[src/rtl/femtorv_mem_arbiter.sv]
// Two-master round-robin arbiter sharing one FemtoRV32-style strobe/busy memory port.
// One pending slot per master, at most one slave transaction in flight.
module femtorv_mem_arbiter #(
    parameter int ADDR_WIDTH = 32
) (
    input  logic                  clk,
    input  logic                  reset,
    input  logic [ADDR_WIDTH-1:0] m0_addr,
    input  logic [31:0]           m0_wdata,
    input  logic [3:0]            m0_wmask,
    input  logic                  m0_rstrb,
    output logic [31:0]           m0_rdata,
    output logic                  m0_rbusy,
    output logic                  m0_wbusy,
    input  logic [ADDR_WIDTH-1:0] m1_addr,
    input  logic [31:0]           m1_wdata,
    input  logic [3:0]            m1_wmask,
    input  logic                  m1_rstrb,
    output logic [31:0]           m1_rdata,
    output logic                  m1_rbusy,
    output logic                  m1_wbusy,
    output logic [ADDR_WIDTH-1:0] s_addr,
    output logic [31:0]           s_wdata,
    output logic [3:0]            s_wmask,
    output logic                  s_rstrb,
    input  logic [31:0]           s_rdata,
    input  logic                  s_rbusy,
    input  logic                  s_wbusy,
    output logic [1:0]            dbg_state_o
);

    // Handshake: a master raises rstrb or a nonzero wmask for one cycle while its
    // busy outputs are low; busy stays high until the cycle after completion.
    typedef enum logic [1:0] {ST_IDLE, ST_ISSUE, ST_WAIT} state_t;

    state_t                state_q, state_d;
    logic                  last_q, owner_q, cur_w_q;
    logic [1:0]            pend_v_q, pend_w_q, rbusy_q, wbusy_q;
    logic [ADDR_WIDTH-1:0] pend_addr_q [2];
    logic [31:0]           pend_wdata_q [2];
    logic [3:0]            pend_wmask_q [2];
    logic [31:0]           rdata_q [2];
    logic [ADDR_WIDTH-1:0] s_addr_q;
    logic [31:0]           s_wdata_q;
    logic [3:0]            s_wmask_q;
    logic                  s_rstrb_q;

    logic [ADDR_WIDTH-1:0] in_addr [2];
    logic [31:0]           in_wdata [2];
    logic [3:0]            in_wmask [2];
    logic [1:0]            in_rstrb, in_wr, req, cand;
    logic                  done, issue, win, win_w;
    logic [ADDR_WIDTH-1:0] win_addr;
    logic [31:0]           win_wdata;
    logic [3:0]            win_wmask;

    always_comb begin
        in_addr[0]  = m0_addr;  in_addr[1]  = m1_addr;
        in_wdata[0] = m0_wdata; in_wdata[1] = m1_wdata;
        in_wmask[0] = m0_wmask; in_wmask[1] = m1_wmask;
        in_rstrb    = {m1_rstrb, m0_rstrb};
        for (int i = 0; i < 2; i++) begin
            in_wr[i] = (in_wmask[i] != 4'd0);
            // Strobes from an already-busy master are protocol violations and dropped.
            req[i]   = (in_rstrb[i] | in_wr[i]) & ~(rbusy_q[i] | wbusy_q[i]);
        end
        cand  = pend_v_q | req;
        done  = (state_q == ST_WAIT) && !s_rbusy && !s_wbusy;
        issue = (cand != 2'b00) && ((state_q == ST_IDLE) || done);
        win   = (cand == 2'b11) ? ~last_q : cand[1];
        if (pend_v_q[win]) begin
            win_addr  = pend_addr_q[win];
            win_wdata = pend_wdata_q[win];
            win_wmask = pend_wmask_q[win];
            win_w     = pend_w_q[win];
        end else begin
            win_addr  = in_addr[win];
            win_wdata = in_wdata[win];
            win_wmask = in_wmask[win];
            win_w     = in_wr[win];
        end
    end

    always_comb begin
        state_d = state_q;
        case (state_q)
            ST_IDLE:  if (issue) state_d = ST_ISSUE;
            ST_ISSUE: state_d = ST_WAIT;
            ST_WAIT:  if (done) state_d = issue ? ST_ISSUE : ST_IDLE;
            default:  state_d = ST_IDLE;
        endcase
    end

    always_ff @(posedge clk or posedge reset) begin
        if (reset) begin
            state_q   <= ST_IDLE;
            last_q    <= 1'b1;
            owner_q   <= 1'b0;
            cur_w_q   <= 1'b0;
            pend_v_q  <= 2'b00;
            pend_w_q  <= 2'b00;
            rbusy_q   <= 2'b00;
            wbusy_q   <= 2'b00;
            s_addr_q  <= '0;
            s_wdata_q <= '0;
            s_wmask_q <= '0;
            s_rstrb_q <= 1'b0;
            for (int i = 0; i < 2; i++) begin
                pend_addr_q[i]  <= '0;
                pend_wdata_q[i] <= '0;
                pend_wmask_q[i] <= '0;
                rdata_q[i]      <= '0;
            end
        end else begin
            state_q <= state_d;
            if (issue) begin
                s_addr_q  <= win_addr;
                s_wdata_q <= win_wdata;
                s_wmask_q <= win_w ? win_wmask : 4'd0;
                s_rstrb_q <= !win_w;
                last_q    <= win;
                owner_q   <= win;
                cur_w_q   <= win_w;
            end else begin
                s_wmask_q <= 4'd0;
                s_rstrb_q <= 1'b0;
            end
            for (int i = 0; i < 2; i++) begin
                if (issue && (win == 1'(i))) begin
                    pend_v_q[i] <= 1'b0;
                end else if (req[i]) begin
                    pend_v_q[i]     <= 1'b1;
                    pend_w_q[i]     <= in_wr[i];
                    pend_addr_q[i]  <= in_addr[i];
                    pend_wdata_q[i] <= in_wdata[i];
                    pend_wmask_q[i] <= in_wmask[i];
                end
                if (req[i]) begin
                    rbusy_q[i] <= !in_wr[i];
                    wbusy_q[i] <= in_wr[i];
                end else if (done && (owner_q == 1'(i))) begin
                    rbusy_q[i] <= 1'b0;
                    wbusy_q[i] <= 1'b0;
                end
                if (done && (owner_q == 1'(i)) && !cur_w_q) rdata_q[i] <= s_rdata;
            end
        end
    end

    assign m0_rdata    = rdata_q[0];
    assign m1_rdata    = rdata_q[1];
    assign m0_rbusy    = rbusy_q[0];
    assign m1_rbusy    = rbusy_q[1];
    assign m0_wbusy    = wbusy_q[0];
    assign m1_wbusy    = wbusy_q[1];
    assign s_addr      = s_addr_q;
    assign s_wdata     = s_wdata_q;
    assign s_wmask     = s_wmask_q;
    assign s_rstrb     = s_rstrb_q;
    assign dbg_state_o = state_q;

endmodule

[config.mk]
export PLATFORM = sky130hd
export DESIGN_NAME = femtorv_mem_arbiter
export DESIGN_NICKNAME = d
export VERILOG_FILES = /design/src/rtl/femtorv_mem_arbiter.sv
export SDC_FILE = /design/constraint.sdc
export NUM_CORES = 1
export LEC_CHECK = 0
export BUFFER_PORTS_ARGS = -buffer_cell sky130_fd_sc_hd__buf_2
export CAP_MARGIN = 40
export CELL_PAD_IN_SITES_DETAIL_PLACEMENT = 1
export CELL_PAD_IN_SITES_GLOBAL_PLACEMENT = 2
export CORE_MARGIN = 4
export CORE_UTILIZATION = 38
export CTS_CLUSTER_DIAMETER = 150
export CTS_CLUSTER_SIZE = 24
export DETAILED_ROUTE_END_ITERATION = 8
export PLACE_DENSITY_LB_ADDON = 0.12
export RECOVER_POWER = 100
export SLEW_MARGIN = 20
export SYNTH_ARGS = -nofsm -noshare
export SYNTH_HDL_FRONTEND = slang
export SYNTH_SLANG_ARGS = --single-unit
[constraint.sdc]
create_clock -name clk -period 12.95 [get_ports clk]
set_input_delay 0.6475 -clock clk [delete_from_list [all_inputs] [get_ports clk]]
set_output_delay 0.6475 -clock clk [all_outputs]
set_load 0.05 [all_outputs]
=== Word-level counts from Yosys, hierarchy flattened ===
Cells that the tools add are included.

* Register bits: 282
* Bits of input ports: 174
* Output and inout bits: 139
* Logic and storage cells: 119

* $lt $le $gt $ge: 2
* Eq/ne operators: 5
* Muxes and demuxes: 46
* Bitwise logic cells: 15
* Reductions and logical operators: 27

{| class="wikitable"
|+ Operator list
! operator !! number
|-
| two-way mux 32 bit || 14
|-
| two-way mux 4 bit || 9
|-
| two-way mux 1 bit || 20
|-
| nonzero test 2 bit || 5
|-
| logical AND 1 bit || 9
|-
| nonzero test 4 bit || 2
|-
| inverter 1 bit || 7
|-
| zero test 1 bit || 6
|-
| case mux 2 bit (3 select lines) || 1
|-
| AND reduction 2 bit || 3
|-
| equality test 2 bit, second input constant || 2
|-
| two-way mux 2 bit || 2
|-
| != test 2 bit, second input constant || 2
|-
| OR 1 bit || 4
|-
| AND 1 bit || 2
|-
| equality test 2 x 1 -> 1 bit, second input constant || 1
|-
| greater-or-equal comparator 2 bit, second input constant || 1
|-
| zero test 2 bit || 1
|-
| less-than comparator 1 x 2 -> 1 bit, second input constant || 1
|-
| inverter 1 -> 2 bit || 1
|-
| OR 2 bit || 1
|-
| logical OR 1 bit || 1
|}

=== Logic depth before layout (Yosys ltp) ===
* Word-level depth: 13
* Depth in mapped cells: 9
* Depth with buffers taken out: 6

=== Least setup slack after synthesis ===
No wires, ideal clock.

* Path type: in2reg
* From: in m0_wmask[0]
* To: reg s_addr_q[14] (netlist: s_addr[14])
* Arrival: 2.523 ns
* Required time: 12.815 ns
* Path slack: 10.292 ns
* Cell stages on the path: 8
* Buffers on the path: 3
* Cells stage by stage: or4_4 -> buf_6 -> o311a_1 -> or4_1 -> buf_6 -> buf_6 -> o22ai_1 -> o31ai_1

* Cells in the longest elaborated chain, start to end: 11
* Elaborated cells between the ends (all ways): 18

{| class="wikitable"
|+ RTL lines
! element !! RTL line !! text
|-
| start: declaration || 10 || <nowiki>input logic [3:0] m0_wmask,</nowiki>
|-
| nonzero test 4 bit * || 63 || <nowiki>in_wr[i] = (in_wmask[i] != 4'd0);</nowiki>
|-
| OR 1 bit * || 65 || <nowiki>req[i] = (in_rstrb[i] | in_wr[i]) & ~(rbusy_q[i] | wbusy_q[i]);</nowiki>
|-
| AND 1 bit * || 65 ||
|-
| OR 2 bit * || 67 || <nowiki>cand = pend_v_q | req;</nowiki>
|-
| equality test 2 bit || 70 || <nowiki>win = (cand == 2'b11) ? ~last_q : cand[1];</nowiki>
|-
| two-way mux 1 bit || 70 ||
|-
| inverter 1 -> 2 bit (not written as such) || 72, 77 ||
|-
| two-way mux 32 bit (on tied branches) (3 in a row) || 77, 72 ||
|-
| two-way mux 32 bit || 71 || <nowiki>if (pend_v_q[win]) begin</nowiki>
|-
| end signal: assignment || 117 || <nowiki>s_addr_q <= win_addr;</nowiki>
|-
| end: declaration || 43 || <nowiki>logic [ADDR_WIDTH-1:0] s_addr_q;</nowiki>
|}

Mark *: on every way between the ends. The rest lies on a longest branch, timed or not. The select of a mux whose other input is x is not followed.
A chain may end at the register's enable or synchronous reset.

==> results by group <==
Pwr
  – Clock share of power: 11.7%
  – Psw: 2.07 mW
  – Switching share of power: 47.7%
  – Sequential Power Share: roughly 36%
  – Power per cell area: between 300 and 400 nW/um^2
  – Combinational share of power: 52.2%
  – Leakage: between 6 and 7 nW
  – Max IR drop VDD: 0.145 mV
  – Pint: 2.27 mW

Worst setup path
  – Capture point of the worst path: pend_addr_q[14]
  – CP peak stage delay: between 3 and 4 ns
  – FF-to-FF setup slack: 7.32 ns
  – R2r startpoint: pend_v_q[0]
  – CP Cell Sequence: buf_2 > clkinvlp_2 > clkbuf_1
  – WP data required: 12.31 ns
  – Critical Path AT: about 5.6 ns
  – Critical path origin: reset
  – Type of the worst setup path: in2async
  – Startpoint Class: input port
  – Worst path slowest cell: clkbuf_1
  – Crit path capture type: asynchronous set/reset pin
  – R2R cell count: 6
  – Worst-path maximum fanout: 96
  – Reg2reg end: pend_addr_q[13]

STA
  – Total negative slack: 0 ns
  – Final min period: 6.27 ns
  – Final critical-path share of the clock period: 48.4%
  – Slew @ Worst Pin: 5.24 ns
  – Worst clock skew: 0.0274 ns
  – Final setup margin: between 6 and 7 ns
  – RSZ-0062 raised after global routing: false
  – Final Setup Violations: 0
  – Final hold vios: 0
  – Slew Limit Headroom: -249%
  – Max-slew violations: 456
  – Max Clock Freq: roughly 160 MHz

Hold path
  – Hold Path Stages: 2
  – HP Class: in2reg
  – Hold Crit Start: m0_wdata[0]

Placed design
  – Placed Area: 14,000 sq um
  – Port Buf Inserts: 312
  – Setup Slack @ Placement: 9.15 ns
  – Hpwl dp: 23,400 um
  – GPL Wtd Cong: 0.748

CTS
  – CTS Sinks: 282
  – CTS Buf Count: 15
  – Post-CTS Setup Bufs: 0
  – Clock Path Buffers: 3
  – Hold Buf Count CTS: 0
  – TritonCTS clock tree: built
  – Insertion delay to the later sink of the worst-skew pair: approximately 0.51 ns
  – Htree depth: 1
  – CTS resizes: 0
  – CTS clk-pin slew, worst paths: 0.10 ns
  – CTS root buffer: clkbuf_16

Synth
  – Synth Cell Area: 12,000 sq um
  – Top cells by area, synth: dfrtp_1 (59%), mux2_2 (16%), o22ai_1 (4.6%)
  – Post-synthesis sequential area ratio: between 50% and 60%
  – Unique masters post-synth: 43
  – FFs w/ async S/R, synth: 100%
  – Ys Warns: 0
  – Synthesized flop and latch total: 282
  – Syn Nets: 1,058
  – EDFF count, synth: 0
  – Syn Inst Count: 884
  – Post-synth top flop: dfrtp_1
  – Avg Cell Area, Syn: about 14 sq um
  – Yosys top cell by area: dfrtp_1
  – Top cell type's share of synthesized area: slightly below 60%

GRT
  – Met1 Usage GRT: 25.5%
  – GRT busiest layer: met2
  – Largest net degree at the start of global routing: 97
  – Met2 GRT Util: 31.1%
  – Global-route wire length before repair: between 50,000 and 60,000 um
  – Gr ovfl total: 0
  – Met3 Resource Use GR: 5.10%
  – Vias in the first global route: roughly 9,000
  – GRT Total Usage: 18.8%
  – Initial antenna violation count: 14

Floorplanning
  – Die ar.: ~35,000 sq um
  – # rows: between 60 and 70
  – Initial core utilization: 38.8%
  – Die Y: 186 um
  – Core ar.: 30,900 sq um
  – Chip Width: between 150 and 200 um
  – IO Pins: 313

Final layout
  – Share of cells above drive strength 1: 33.4%
  – Fillers: about 3,400
  – Finished Cell Area: 13,900 sq um
  – Most common cell after layout, fill and taps aside: dfrtp_1
  – Number of nets in the layout: 1,338
  – Area delta synth->final: 15.9%
  – Commonest cells after routing, fill and taps aside: dfrtp_1 (281), buf_2 (171), mux2_2 (170)

Status
  – Failing checks: max-capacitance violations, max-slew violations
  – Status: complete, but fails checks

Drt
  – Vias per inst: 5.38
  – Drt wl/cell: 21.6 um
  – Vias post-DR: 8,437
  – First-iteration detailed-routing DRC count: 283
  – Drt first pass iters: 4
  – WL final: approximately 34,000 um
  – Antenna viol nets, final: 0
  – DRC: 0

Run
  – Max-cap violations: 11
state kept, by name, summed over array words and instances (netlist names):
signal        count
cur_w_q           1
dbg_state_o       2
last_q            1
m0_rdata         32
m1_rdata         32
owner_q           1
pend_addr_q      64
pend_v_q          2
pend_w_q          2
pend_wdata_q     64
pend_wmask_q      8
rbusy_q           2
s_addr           32
s_rstrb           1
s_wdata          32
s_wmask           4
wbusy_q           2
through the flow:
stage	utilization [%]	hold WS, ns	total power [mW]	std cells
5_1_grt	45.0	0.359	4.64	1568
3_3_place_gp	44.9	0.456	3.92	1536
4_1_cts	46.7	0.101	4.51	1564
2_1_floorplan	-	0.457	3.37	884
6_report	45.0	0.364	4.35	1568
3_5_place_dp	45.4	0.464	3.99	1542
layout make-up:
type                    instances  area [sq um]  area share (%)
diodes                          3          7.51          0.0539
clock buffers                  20           394            2.83
clock inverters                 2          17.5           0.126
inverters                       8          31.3           0.225
multi-input cells             528          4430            31.8
flip-flops and latches        282          7060            50.7
well taps                     396           495            3.56
repair buffers                329          1480            10.7
synth_stat cells (8+ instances only):
library cell	count
buf_2	25
o31ai_1	65
buf_6	8
mux2_2	171
o22ai_1	88
mux2i_1	8
mux2_1	29
clkbuf_1	30
o22ai_2	44
dfrtp_1	281
nand2_1	70
inv_1	8
kinds of logic (layout without fill, tap and decap cells):
kind of cell	count (synthesis)	in the layout	share of synthesized area, %
flops	282	282	58.8
compound gates	230	230	15.5
mux	208	208	19.4
simple gates	90	90	3.17
buf+inv	74	359	3.07
other cells	0	3	0
power groups by stage:
stage / sequential, mW / clock (mW) / combinational [mW]
finish: 1.57 / 0.509 / 2.27
global route: 1.62 / 0.561 / 2.45
CTS: 1.57 / 0.538 / 2.40
detailed placement: 1.59 / 0 / 2.40
global placement: 1.57 / 0 / 2.34
floorplan: 2.25 / 0 / 1.12
worst min path at each step:
stage                       endpoint  slack (ns)
floorplan            pend_wmask_q[4]        0.46
detailed placement        s_addr[31]        0.46
global placement         s_wdata[16]        0.46
finish              pend_wdata_q[32]        0.36
CTS                  pend_addr_q[27]        0.10
global route        pend_wdata_q[35]        0.36
worst max-delay path, delay by kind of cell:
kind	cells	cell delay (ns)
buffers and inverters	3	4.85
layer usage:
layer / wire, um / up-vias
li1: - / 3869
met3: 2270 / 44
met2: 15700 / 218
met5: 125 / -
met1: 15200 / 4284
met4: 467 / 22
(Power assumes the default switching activity.)
